`config.mk`:
```
export PLATFORM = sky130hd
export DESIGN_NAME = divider_ctrl
export DESIGN_NICKNAME = d
export VERILOG_FILES = /design/src/rtl/divider_ctrl.sv
export SDC_FILE = /design/constraint.sdc
export NUM_CORES = 1
export LEC_CHECK = 0
export CORE_ASPECT_RATIO = 0.7
export CORE_MARGIN = 3
export CORE_UTILIZATION = 51
export DETAILED_ROUTE_END_ITERATION = 10
export PLACE_DENSITY = 0.85
export SETUP_SLACK_MARGIN = 0.2
export SLEW_MARGIN = 40
export SYNTH_ARGS = -nofsm -noshare
export SYNTH_HDL_FRONTEND = slang
export SYNTH_SLANG_ARGS = --single-unit
```
`constraint.sdc`:
```
create_clock -name clk -period 12.5 [get_ports clk]
set_input_delay 2.5 -clock clk [delete_from_list [all_inputs] [get_ports clk]]
set_output_delay 2.5 -clock clk [all_outputs]
set_load 0.02 [all_outputs]
```
`src/rtl/divider_ctrl.sv`:
```
// Multi-cycle restoring divider for the execute stage: one quotient bit per cycle,
// with signed/unsigned operands, divide-by-zero shortcut, flush abort and pipeline stall.
module divider_ctrl #(
    parameter int WIDTH = 32
) (
    input  logic             clk,
    input  logic             rst,
    input  logic             start,
    input  logic             signed_div,
    input  logic             flush,
    input  logic [WIDTH-1:0] a,
    input  logic [WIDTH-1:0] b,
    output logic             stall,
    output logic             ready,
    output logic [WIDTH-1:0] hi,
    output logic [WIDTH-1:0] lo
);

    localparam int CNT_W = (WIDTH > 1) ? $clog2(WIDTH) : 1;

    localparam logic [1:0] IDLE = 2'd0;
    localparam logic [1:0] BUSY = 2'd1;
    localparam logic [1:0] DONE = 2'd2;

    logic [1:0]       r_state;
    logic [CNT_W-1:0] r_cnt;
    logic [WIDTH-1:0] r_quo;   // dividend bits shift out the top, quotient bits shift in the bottom
    logic [WIDTH:0]   r_rem;
    logic [WIDTH-1:0] r_div;
    logic             r_q_neg;
    logic             r_r_neg;
    logic [WIDTH-1:0] r_hi;
    logic [WIDTH-1:0] r_lo;

    logic             w_a_neg;
    logic             w_b_neg;
    logic [WIDTH-1:0] w_a_abs;
    logic [WIDTH-1:0] w_b_abs;
    logic [WIDTH:0]   w_shift;
    logic             w_ge;
    logic [WIDTH:0]   w_rem_next;
    logic [WIDTH-1:0] w_quo_next;
    logic [WIDTH-1:0] w_rem_fin;
    logic [WIDTH-1:0] w_lo_res;
    logic [WIDTH-1:0] w_hi_res;
    logic             w_last;
    logic             w_unused_rem_msb;

    assign w_a_neg = signed_div & a[WIDTH-1];
    assign w_b_neg = signed_div & b[WIDTH-1];
    assign w_a_abs = w_a_neg ? (~a + 1'b1) : a;
    assign w_b_abs = w_b_neg ? (~b + 1'b1) : b;

    // The remainder is always below the divisor, so its top bit stays clear between steps.
    assign w_shift          = {r_rem[WIDTH-1:0], r_quo[WIDTH-1]};
    assign w_unused_rem_msb = r_rem[WIDTH];
    assign w_ge             = (w_shift >= {1'b0, r_div});
    assign w_rem_next       = w_ge ? (w_shift - {1'b0, r_div}) : w_shift;
    assign w_quo_next       = {r_quo[WIDTH-2:0], w_ge};
    assign w_rem_fin        = w_rem_next[WIDTH-1:0];
    assign w_lo_res         = r_q_neg ? (~w_quo_next + 1'b1) : w_quo_next;
    assign w_hi_res         = r_r_neg ? (~w_rem_fin + 1'b1) : w_rem_fin;
    assign w_last           = (r_cnt == CNT_W'(WIDTH - 1));

    always_ff @(posedge clk) begin
        if (rst) begin
            r_state <= IDLE;
            r_cnt   <= '0;
            r_quo   <= '0;
            r_rem   <= '0;
            r_div   <= '0;
            r_q_neg <= 1'b0;
            r_r_neg <= 1'b0;
            r_hi    <= '0;
            r_lo    <= '0;
        end else if (flush) begin
            r_state <= IDLE;
        end else begin
            case (r_state)
                IDLE: begin
                    if (start) begin
                        if (b == '0) begin
                            r_lo    <= '1;
                            r_hi    <= a;
                            r_state <= DONE;
                        end else begin
                            r_quo   <= w_a_abs;
                            r_div   <= w_b_abs;
                            r_rem   <= '0;
                            r_q_neg <= w_a_neg ^ w_b_neg;
                            r_r_neg <= w_a_neg;
                            r_cnt   <= '0;
                            r_state <= BUSY;
                        end
                    end
                end
                BUSY: begin
                    r_rem <= w_rem_next;
                    r_quo <= w_quo_next;
                    r_cnt <= r_cnt + 1'b1;
                    if (w_last) begin
                        r_lo    <= w_lo_res;
                        r_hi    <= w_hi_res;
                        r_state <= DONE;
                    end
                end
                DONE:    r_state <= IDLE;
                default: r_state <= IDLE;
            endcase
        end
    end

    assign stall = ~rst & ~flush & (((r_state == IDLE) & start) | (r_state == BUSY));
    assign ready = ~rst & ~flush & (r_state == DONE);
    assign hi    = r_hi;
    assign lo    = r_lo;

endmodule

```
Word-level counts from Yosys, hierarchy flattened
Cells that the tools add are included.

word-level totals
  input port bits = 69
  RAM bits = 0
  bits in latches = 0
  output and inout bits = 66
  memory bits (read-only) = 0
  register bits = 169
  word-level logic and storage cells = 72
  memories kept = 0

cells by class
  div/mod/pow operators = 0
  mux-type cells = 26
  eq/ne operators = 7
  add/sub/neg operators = 6
  multiply operators = 0
  reduce and logical (&&, ||, !) cells = 8
  shift operators = 0
  order comparisons = 1
  bitwise logic cells = 15

operator list
  cell                                            number
  2-to-1 mux 32 bit                               15
  case mux 32 bit (2 select lines)                4
  adder 32 x 1 -> 32 bit (second input constant)  4
  inverter 32 bit                                 4
  greater-or-equal comparator 33 x 32 -> 1 bit    1
  zero test 32 bit                                1
  subtractor 32 bit                               1
  2-to-1 mux 5 bit                                2
  case mux 5 bit (2 select lines)                 1
  != test 2 bit (second input constant)           4
  AND reduction 4 bit                             2
  bitwise AND 1 bit                               6
  2-to-1 mux 2 bit                                3
  adder 5 x 1 -> 5 bit (second input constant)    1
  == test 5 bit (second input constant)           1
  AND reduction 5 bit                             1
  case mux 2 bit (2 select lines)                 1
  inverter 1 bit                                  3
  == test 2 x 1 -> 1 bit (second input constant)  1
  == test 2 bit (second input constant)           1
  zero test 2 bit                                 1
  AND reduction 2 bit                             1
  nonzero test 2 bit                              1
  OR reduction 2 bit                              1
  2 further kinds                                 2

Longest topological paths before layout
Gate-level depths: netlist of the first run.

  depth in word-level cells = 7
  gate-level depth with buffers = 22
  depth with buffers taken out = 18

Least setup slack after synthesis of the first run
Ideal clock, no wire load.

  kind = input port to output port
  from = in rst
  to = out ready
  stages = 3
  path buffers = 2
  path slack = 6434 ps
  arrival time = 3566 ps
  required time = 10000 ps
  cells stage by stage = clkbuf_8 clkbuf_1 nor4b_1

between the ends
  word-level cells in the longest chain between the ends = 3

RTL lines
  what                             RTL line  RTL
  start, declared                  7         input logic rst,
  inverter 1 bit                   114       assign ready = ~rst & ~flush & (r_state == DONE);
  bitwise AND 1 bit (2 in series)  114
  end, declared                    14        output logic ready,

No other way between the ends.

Final worst setup path of the first run
Same ends and word-level chain as after synthesis.

==> key figures, run 1 <==
Placed design
  – Gp weighted congestion: 0.946
  – Port buffer count: 134
  – Dpl cells: 1916
  – Post-DP HPWL: 27600 um

Synth
  – Sequential area share after synthesis: 28.9%
  – Mapped Avg Cell Area: 7.50 um^2
  – Ys flop type: dfxtp_1
  – Synth Warn #: 0
  – Syn_nets: 1670
  – Synth cell types: 86
  – Asr flop ratio synth: 0%
  – Number of synthesized flops with an enable pin: 0
  – Post-Syn Area: 11700 um^2
  – Mapped Cells: 1562
  – Seq cells post-synth: 169

Timing
  – RSZ-0062 raised after global routing: false
  – Final setup fails: 0
  – Max-slew headroom: 40.6%
  – Final Cycle Share: 54.7%
  – Max Clk Rate: 146 MHz
  – Final Slew Violations: 0
  – Total negative slack: 0 ns
  – Fin crit period: 6.84 ns
  – Slew @ Worst Pin: 0.880 ns
  – Clk_skew: 0.00996 ns
  – Hold Violations, Final: 0

CTS
  – Clock net sink count: 169
  – Setup repair bufs after CTS: 0
  – Clk pin slew, worst setup/hold paths: 0.07 ns
  – CTS tree: built
  – Post-CTS sizing: 0
  – Clk buf depth: 2
  – Hold-fix buffers, CTS: 0
  – H-tree depth: 4
  – Worst skew pair latency: 0.45 ns
  – CTS Root Cell: clkbuf_16
  – Num CTS Buffers: 17

Worst setup path
  – CP Capture Point: ready
  – CP Capture Type: primary output
  – Worst reg2reg startpoint: r_rem[5]$_SDFFE_PP0P_
  – Worst setup path start: rst
  – Critical path arrival: 4.34 ns
  – Startpoint types: input pin
  – Reg2reg path depth: 15
  – RR Endpoint: hi[28]$_SDFFE_PP0P_
  – Critical path type: in2out
  – Worst Path Required: 10.00 ns
  – Reg2reg setup slack: 6.93 ns
  – CP max FO: 60

Global routing
  – Remaining global-route overflow: 0
  – GRT Overall Usage: 29.1%
  – Largest net degree at the start of global routing: 102
  – Initial antenna violation count: 0
  – First-pass GRT wire length: 59100 um
  – Vias in the first global route: 11.0k

Detailed routing
  – DR DRC count: 0
  – Drt pass-1 iters: 6
  – Initial DRC count: 1714
  – Vias: 12.2k
  – Antenna viol nets, final: 0
  – Via/cell ratio: 6.29
  – Wire per inst: 19.2 um
  – Routed WL: 37300 um

Floorplanning
  – Die Wd: 187 um
  – Die area: 24900 um^2
  – Core Area: 22100 um^2
  – Height of the chip: 133 um
  – FP Rows: 45
  – IO Pins: 135
  – Initial Util: 53.0%

Run status
  – Status: completed

Layout
  – Final #Nets: 1738
  – Antenna diode count: 0
  – Area Overhead vs Synth: 17.4%
  – Share of cells above drive strength 1: 5.79%
  – Final Non-Filler Cells: 1947

Flow run
  – Max-cap violations: 0

Power and ir drop
  – Sw Ratio: 31.4%
  – Clock power frac: 37.9%
  – Reg power frac: 38.7%
  – Int Pwr: 0.00101 W
  – Switching pwr: 0.000462 W
  – Peak supply drop: 0.105 mV
  – Power Density: 107 nW/um^2
  – Part of the power in combinational logic: 23.3%
  – Static leakage power: 5.11 nW

Min path
  – Worst hold-check path type: reg2reg
## area by class of cell
class | count | area, um^2
flip-flops and latches | 169 | 3380
fillers | 1917 | 8370
multi-input cells | 1233 | 7690
clock inverters | 11 | 145
inverters | 59 | 221
well taps | 305 | 382
repair buffers | 150 | 1470
clock buffers | 20 | 467
## stage by stage
step           instance area (um^2)  setup slack (ns)  total power (W)  util (%)  hold WS [ns]
2_1_floorplan                 11700              6.43         0.000809         -         0.432
3_3_place_gp                  13100              5.70         0.000904      59.3         0.442
3_5_place_dp                  13100              5.46         0.000911      59.3         0.446
4_1_cts                       13700              5.66          0.00146      62.1         0.477
5_1_grt                       13800              5.51          0.00152      62.2         0.494
6_report                      13800              5.66          0.00147      62.2         0.471
## synth_stat cells (all sizes together) (20+ instances only)
cell type,n,area share (%)
a21oi,107,4.6
dfxtp,169,29
xnor2,64,4.8
nor3,23,0.98
a22oi,33,2.1
a211oi,97,6.3
or3,20,1.1
nand3,23,0.98
inv,59,1.9
nor4,25,1.5
nor2,244,7.8
o21ai,87,3.7
nand2,155,5.0
clkbuf,84,2.9
o31ai,28,1.8
ha,38,4.1
xor2,75,5.6
## cell families (layout without fill, tap and decap cells)
group / Yosys count / count (layout) / synth area share (%)
simple gates: 573 / 573 / 22.6
compound gates: 471 / 471 / 27.0
flops: 169 / 169 / 28.9
buf+inv: 160 / 240 / 5.90
xor+xnor: 139 / 139 / 10.4
fa+ha+maj: 39 / 39 / 4.23
mux: 11 / 11 / 1.00
## power groups by stage
stage	Combinational, W	Clock, W	Sequential, W
final	0.000343	0.000558	0.000570
after global placement	0.000324	0	0.000580
after global routing	0.000373	0.000580	0.000571
after detailed placement	0.000330	0	0.000581
after floorplan	0.000235	0	0.000575
after CTS	0.000333	0.000558	0.000569
## cells in the final DEF, fill, tap and decap left out, types with 8 or more instances in the layout
cell type and n:
nand2_1 154, ha_1 38, nor3_1 23, clkbuf_16 17, xor2_1 75, o31ai_1 28, nand4_1 12, nand2b_1 11
nor2_1 242, nor4_1 21, a311oi_1 11, o41ai_1 18, a21oi_1 105, o211ai_1 11, a21o_1 12, and3_1 8
a31oi_1 9, dfxtp_1 168, or4_1 12, nand3_1 23, buf_4 15, a22oi_1 33, o21ai_0 82, a211oi_1 96
or3_1 17, inv_1 58, xnor2_1 64, and2_1 9, clkdlybuf4s50_1 133
## layer usage
layer,vias up,share of wire (%),global-route usage (%)
met5,-,0,0
met4,0,1.2,6.34
met3,47,12,6.30
met2,651,42,42.8
met1,5759,45,43.3
li1,5780,-,-
## worst max-delay path, stage by stage
cell and delay (ns):
buf_4 0.51, buf_4 0.63, nor4b_1 0.11, clkdlybuf4s50_1 0.57
## flip-flops by register name, indices dropped and copies added, names as in the netlist
name,flops
hi,32
lo,32
r_div,32
r_quo,32
r_rem,32
r_cnt,5
r_state,2
r_q_neg,1
r_r_neg,1
## worst min path at each step
stage | start | end | slack, ns | depth (start not counted)
3_5_place_dp | r_div[26]$_SDFFE_PP0P_ | r_div[26]$_SDFFE_PP0P_ | 0.45 | 2
3_3_place_gp | r_div[26]$_SDFFE_PP0P_ | r_div[26]$_SDFFE_PP0P_ | 0.44 | 2
5_1_grt | r_div[26]$_SDFFE_PP0P_ | r_div[26]$_SDFFE_PP0P_ | 0.49 | 2
2_1_floorplan | r_div[26]$_SDFFE_PP0P_ | r_div[26]$_SDFFE_PP0P_ | 0.43 | 2
4_1_cts | r_div[9]$_SDFFE_PP0P_ | r_div[9]$_SDFFE_PP0P_ | 0.48 | 2
6_report | r_div[26]$_SDFFE_PP0P_ | r_div[26]$_SDFFE_PP0P_ | 0.47 | 2
No activity file was read; power rests on OpenSTA's default activity.
==> run 2: changes to the inputs <==
--- a/config.mk
+++ b/config.mk
@@ -9,7 +9,7 @@
 export CORE_MARGIN = 3
 export CORE_UTILIZATION = 51
 export DETAILED_ROUTE_END_ITERATION = 10
-export PLACE_DENSITY = 0.85
+export PLACE_DENSITY = 0.88
 export SETUP_SLACK_MARGIN = 0.2
 export SLEW_MARGIN = 40
 export SYNTH_ARGS = -nofsm -noshare
==> constraint.sdc (replaced) <==
create_clock -name clk -period 5.5 [get_ports clk]
set_input_delay 1.1 -clock clk [delete_from_list [all_inputs] [get_ports clk]]
set_output_delay 1.1 -clock clk [all_outputs]
set_load 0.02 [all_outputs]
==> run 2 against run 1 <==
  * Clock skew about the same
  * Core utilization up 0.30 points
  * First-iteration DRC count shrank 19%
  * Critical path depth is 12 higher
  * Hold slack got worse by 0.0073 ns
  * Flip-flop and latch count did not move
  * Final area grew 0.48%
  * Largest cell class unchanged
==> key figures, run 2 (synthesis results as in run 1) <==
Run status
  – Status: completed

Power and ir drop
  – Reg power frac: 38.5% (-0.2 points)
  – Int Pwr: 0.00231 W (+130%)
  – Switching pwr: 0.00106 W (+130%)
  – Sw Ratio: 31.4% (about the same)
  – Power Density: 244 nW/um^2 (+130%)
  – Clock power frac: 38.2% (+0.3 points)
  – Part of the power in combinational logic: 23.3% (about the same)
  – Static leakage power: 5.16 nW (+0.97%)
  – Peak supply drop: 0.245 mV (+130%)

Global routing
  – Remaining global-route overflow: 0 (unchanged)
  – Initial antenna violation count: 0 (unchanged)
  – Largest net degree at the start of global routing: 102 (unchanged)
  – Vias in the first global route: 11.1k (+1.3%)
  – GRT Overall Usage: 29.6% (+0.49 points)
  – First-pass GRT wire length: 59700 um (+0.99%)

Worst setup path
  – Worst setup path start: r_rem[5]$_SDFFE_PP0P_
  – RR Endpoint: hi[20]$_SDFFE_PP0P_
  – CP peak stage delay: 0.50 ns (-0.13 ns)
  – Critical path type: reg2reg
  – Critical path depth: 16 (+12)
  – Startpoint types: flip-flop
  – Reg2reg setup slack: 0.45 ns (-6.48 ns)
  – CP Cell Sequence: ha_1 -> a21oi_2 -> o22ai_1 -> a22oi_1 -> a311o_2 -> nand2_4 -> o21ai_1 -> ha_1 -> o211ai_1 -> or4_1 -> or3_1 -> a221o_1 -> o21ai_0 -> xnor2_1 -> nand2_1 -> a211oi_1
  – CP most frequent cell: ha_1
  – Worst reg2reg startpoint: r_rem[5]$_SDFFE_PP0P_
  – Reg2reg path depth: 16 (+1)
  – Buf+Inv Stages, Crit Path: 0 (-3)
  – CP top delay family: compound AO/OA/AOI/OAI gates
  – CP max FO: 12 (-80%)
  – CP Capture Type: flip-flop
  – Critical path arrival: 5.39 ns (+1.05 ns)
  – Slowest CP cell: or4_1
  – Worst Path Required: 5.85 ns (-4.15 ns)

Floorplanning
  – Core Area: 22100 um^2 (unchanged)
  – Die area: 24900 um^2 (unchanged)
  – IO Pins: 135 (unchanged)
  – Height of the chip: 133 um (unchanged)
  – FP Rows: 45 (unchanged)
  – Initial Util: 53.0% (unchanged)
  – Die Wd: 187 um (unchanged)

Timing
  – Slew @ Worst Pin: 0.840 ns (-0.0393 ns)
  – Hold Violations, Final: 0 (unchanged)
  – Final Slew Violations: 0 (unchanged)
  – Final setup fails: 0 (unchanged)
  – Fin crit period: 5.05 ns
  – Total negative slack: 0 ns (unchanged)
  – Fin worst setup slack: 0.454 ns (-5.20 ns)
  – Max Clk Rate: 198 MHz
  – Max-slew headroom: 43.3% (+2.6 points)
  – Final Cycle Share: 91.8%
  – Clk_skew: 0.0101 ns (+0.000137 ns)
  – RSZ-0062 raised after global routing: false

Min path
  – Worst hold-check path type: reg2reg
  – WHS Path Cells: 2 (unchanged)
  – HP Start: r_div[28]$_SDFFE_PP0P_
  – Worst hold endpoint: r_div[28]$_SDFFE_PP0P_

CTS
  – H-tree depth: 4 (unchanged)
  – Num CTS Buffers: 17 (unchanged)
  – Clock net sink count: 169 (unchanged)
  – Clk buf depth: 2 (unchanged)
  – CTS tree: built
  – Clk pin slew, worst setup/hold paths: 0.07 ns (about the same)
  – Hold-fix buffers, CTS: 0 (unchanged)
  – Setup repair bufs after CTS: 0 (unchanged)
  – CTS Root Cell: clkbuf_16
  – Worst skew pair latency: 0.45 ns (about the same)

Placed design
  – Pre-CTS WS: 0.253 ns (-5.21 ns)
  – Post-DP HPWL: 28200 um (+2.4%)
  – Port buffer count: 134 (unchanged)
  – Gp weighted congestion: 0.947 (+0.13%)

Layout
  – Area Overhead vs Synth: 18.0%
  – Share of cells above drive strength 1: 6.30% (+0.52 points)
  – Commonest non-fill, non-tap cells in the layout: nor2_1, dfxtp_1, nand2_1
  – Antenna diode count: 0 (unchanged)
  – Commonest non-fill, non-tap cell in the layout: nor2_1
  – Final #Nets: 1745 (+0.40%)

Detailed routing
  – Drt pass-1 iters: 6 (unchanged)
  – DR DRC count: 0 (unchanged)
  – Vias: 12.4k (+1.6%)
  – Initial DRC count: 1388 (-19%)
  – Via/cell ratio: 6.36 (+1.2%)
  – Antenna viol nets, final: 0 (unchanged)
  – Wire per inst: 19.5 um (+1.8%)
  – Routed WL: 38200 um (+2.2%)

Flow run
  – Max-cap violations: 0 (unchanged)
## run 2: changes by cell type in the layout (fill, tap and decap cells not counted), sizes merged
cell      before  now
buf           17   23
clkinv         4    6
clkinvlp       3    1
bufinv         3    4
nand2        155  156
## run 2: final cells by class
class	instances	area [um^2]
flip-flops and latches	169	3390
repair buffers	156	1520
inverters	59	221
clock buffers	20	437
multi-input cells	1234	7710
well taps	305	382
clock inverters	12	174
fillers	1908	8300
## run 2: what timing repair did
| item | CTS | global route |
|---|---|---|
| resized for setup | 1 | 4 |
| gates cloned | 0 | 1 |
| endpoints found under the setup margin | 1 | 8 |
| pin swaps | 0 | 1 |
| hold endpoints to repair | 0 | 0 |
## run 2: through the flow
step	hold slack [ns]	cell area, um^2	std cells	power (W)	utilization [%]
global placement	0.442	13200	1922	0.00206	59.6
detailed placement	0.448	13200	1922	0.00208	59.6
floorplan	0.432	11700	1562	0.00184	-
global route	0.488	13800	1955	0.00349	62.5
CTS	0.467	13800	1954	0.00334	62.4
finish	0.463	13800	1955	0.00337	62.5
## run 2: power groups by stage
| stage | sequential [W] | combinational [W] | clock [W] |
|---|---|---|---|
| 2_1_floorplan | 0.00131 | 0.000533 | 0 |
| 3_3_place_gp | 0.00132 | 0.000740 | 0 |
| 3_5_place_dp | 0.00132 | 0.000754 | 0 |
| 4_1_cts | 0.00129 | 0.000761 | 0.00129 |
| 5_1_grt | 0.00130 | 0.000852 | 0.00134 |
| 6_report | 0.00130 | 0.000786 | 0.00129 |
## run 2: worst max-delay path by stage
| stage | end | slack [ns] |
|---|---|---|
| global route | hi[20]$_SDFFE_PP0P_ | 0.21 |
| CTS | hi[20]$_SDFFE_PP0P_ | 0.32 |
| finish | hi[20]$_SDFFE_PP0P_ | 0.45 |
| detailed placement | hi[20]$_SDFFE_PP0P_ | 0.25 |
| global placement | hi[20]$_SDFFE_PP0P_ | 0.30 |
| floorplan | hi[24]$_SDFFE_PP0P_ | 0.54 |
## run 2: worst register-to-register path, stage by stage (launching register included)
cell and delay (ns):
dfxtp_1 0.35, ha_1 0.41, a21oi_2 0.36, o22ai_1 0.18
a22oi_1 0.35, a311o_2 0.35, nand2_4 0.17, o21ai_1 0.36
ha_1 0.26, o211ai_1 0.14, or4_1 0.50, or3_1 0.34
a221o_1 0.38, o21ai_0 0.33, xnor2_1 0.17, nand2_1 0.08
a211oi_1 0.22
## run 2: layer usage
metal  routed length, um  share of wire, %  global-route usage [%]
met3                4810                13                    8.61
met1               16900                44                    43.4
met4                 773               2.0                    8.06
met5                   0                 0                       0
met2               15700                41                    42.0
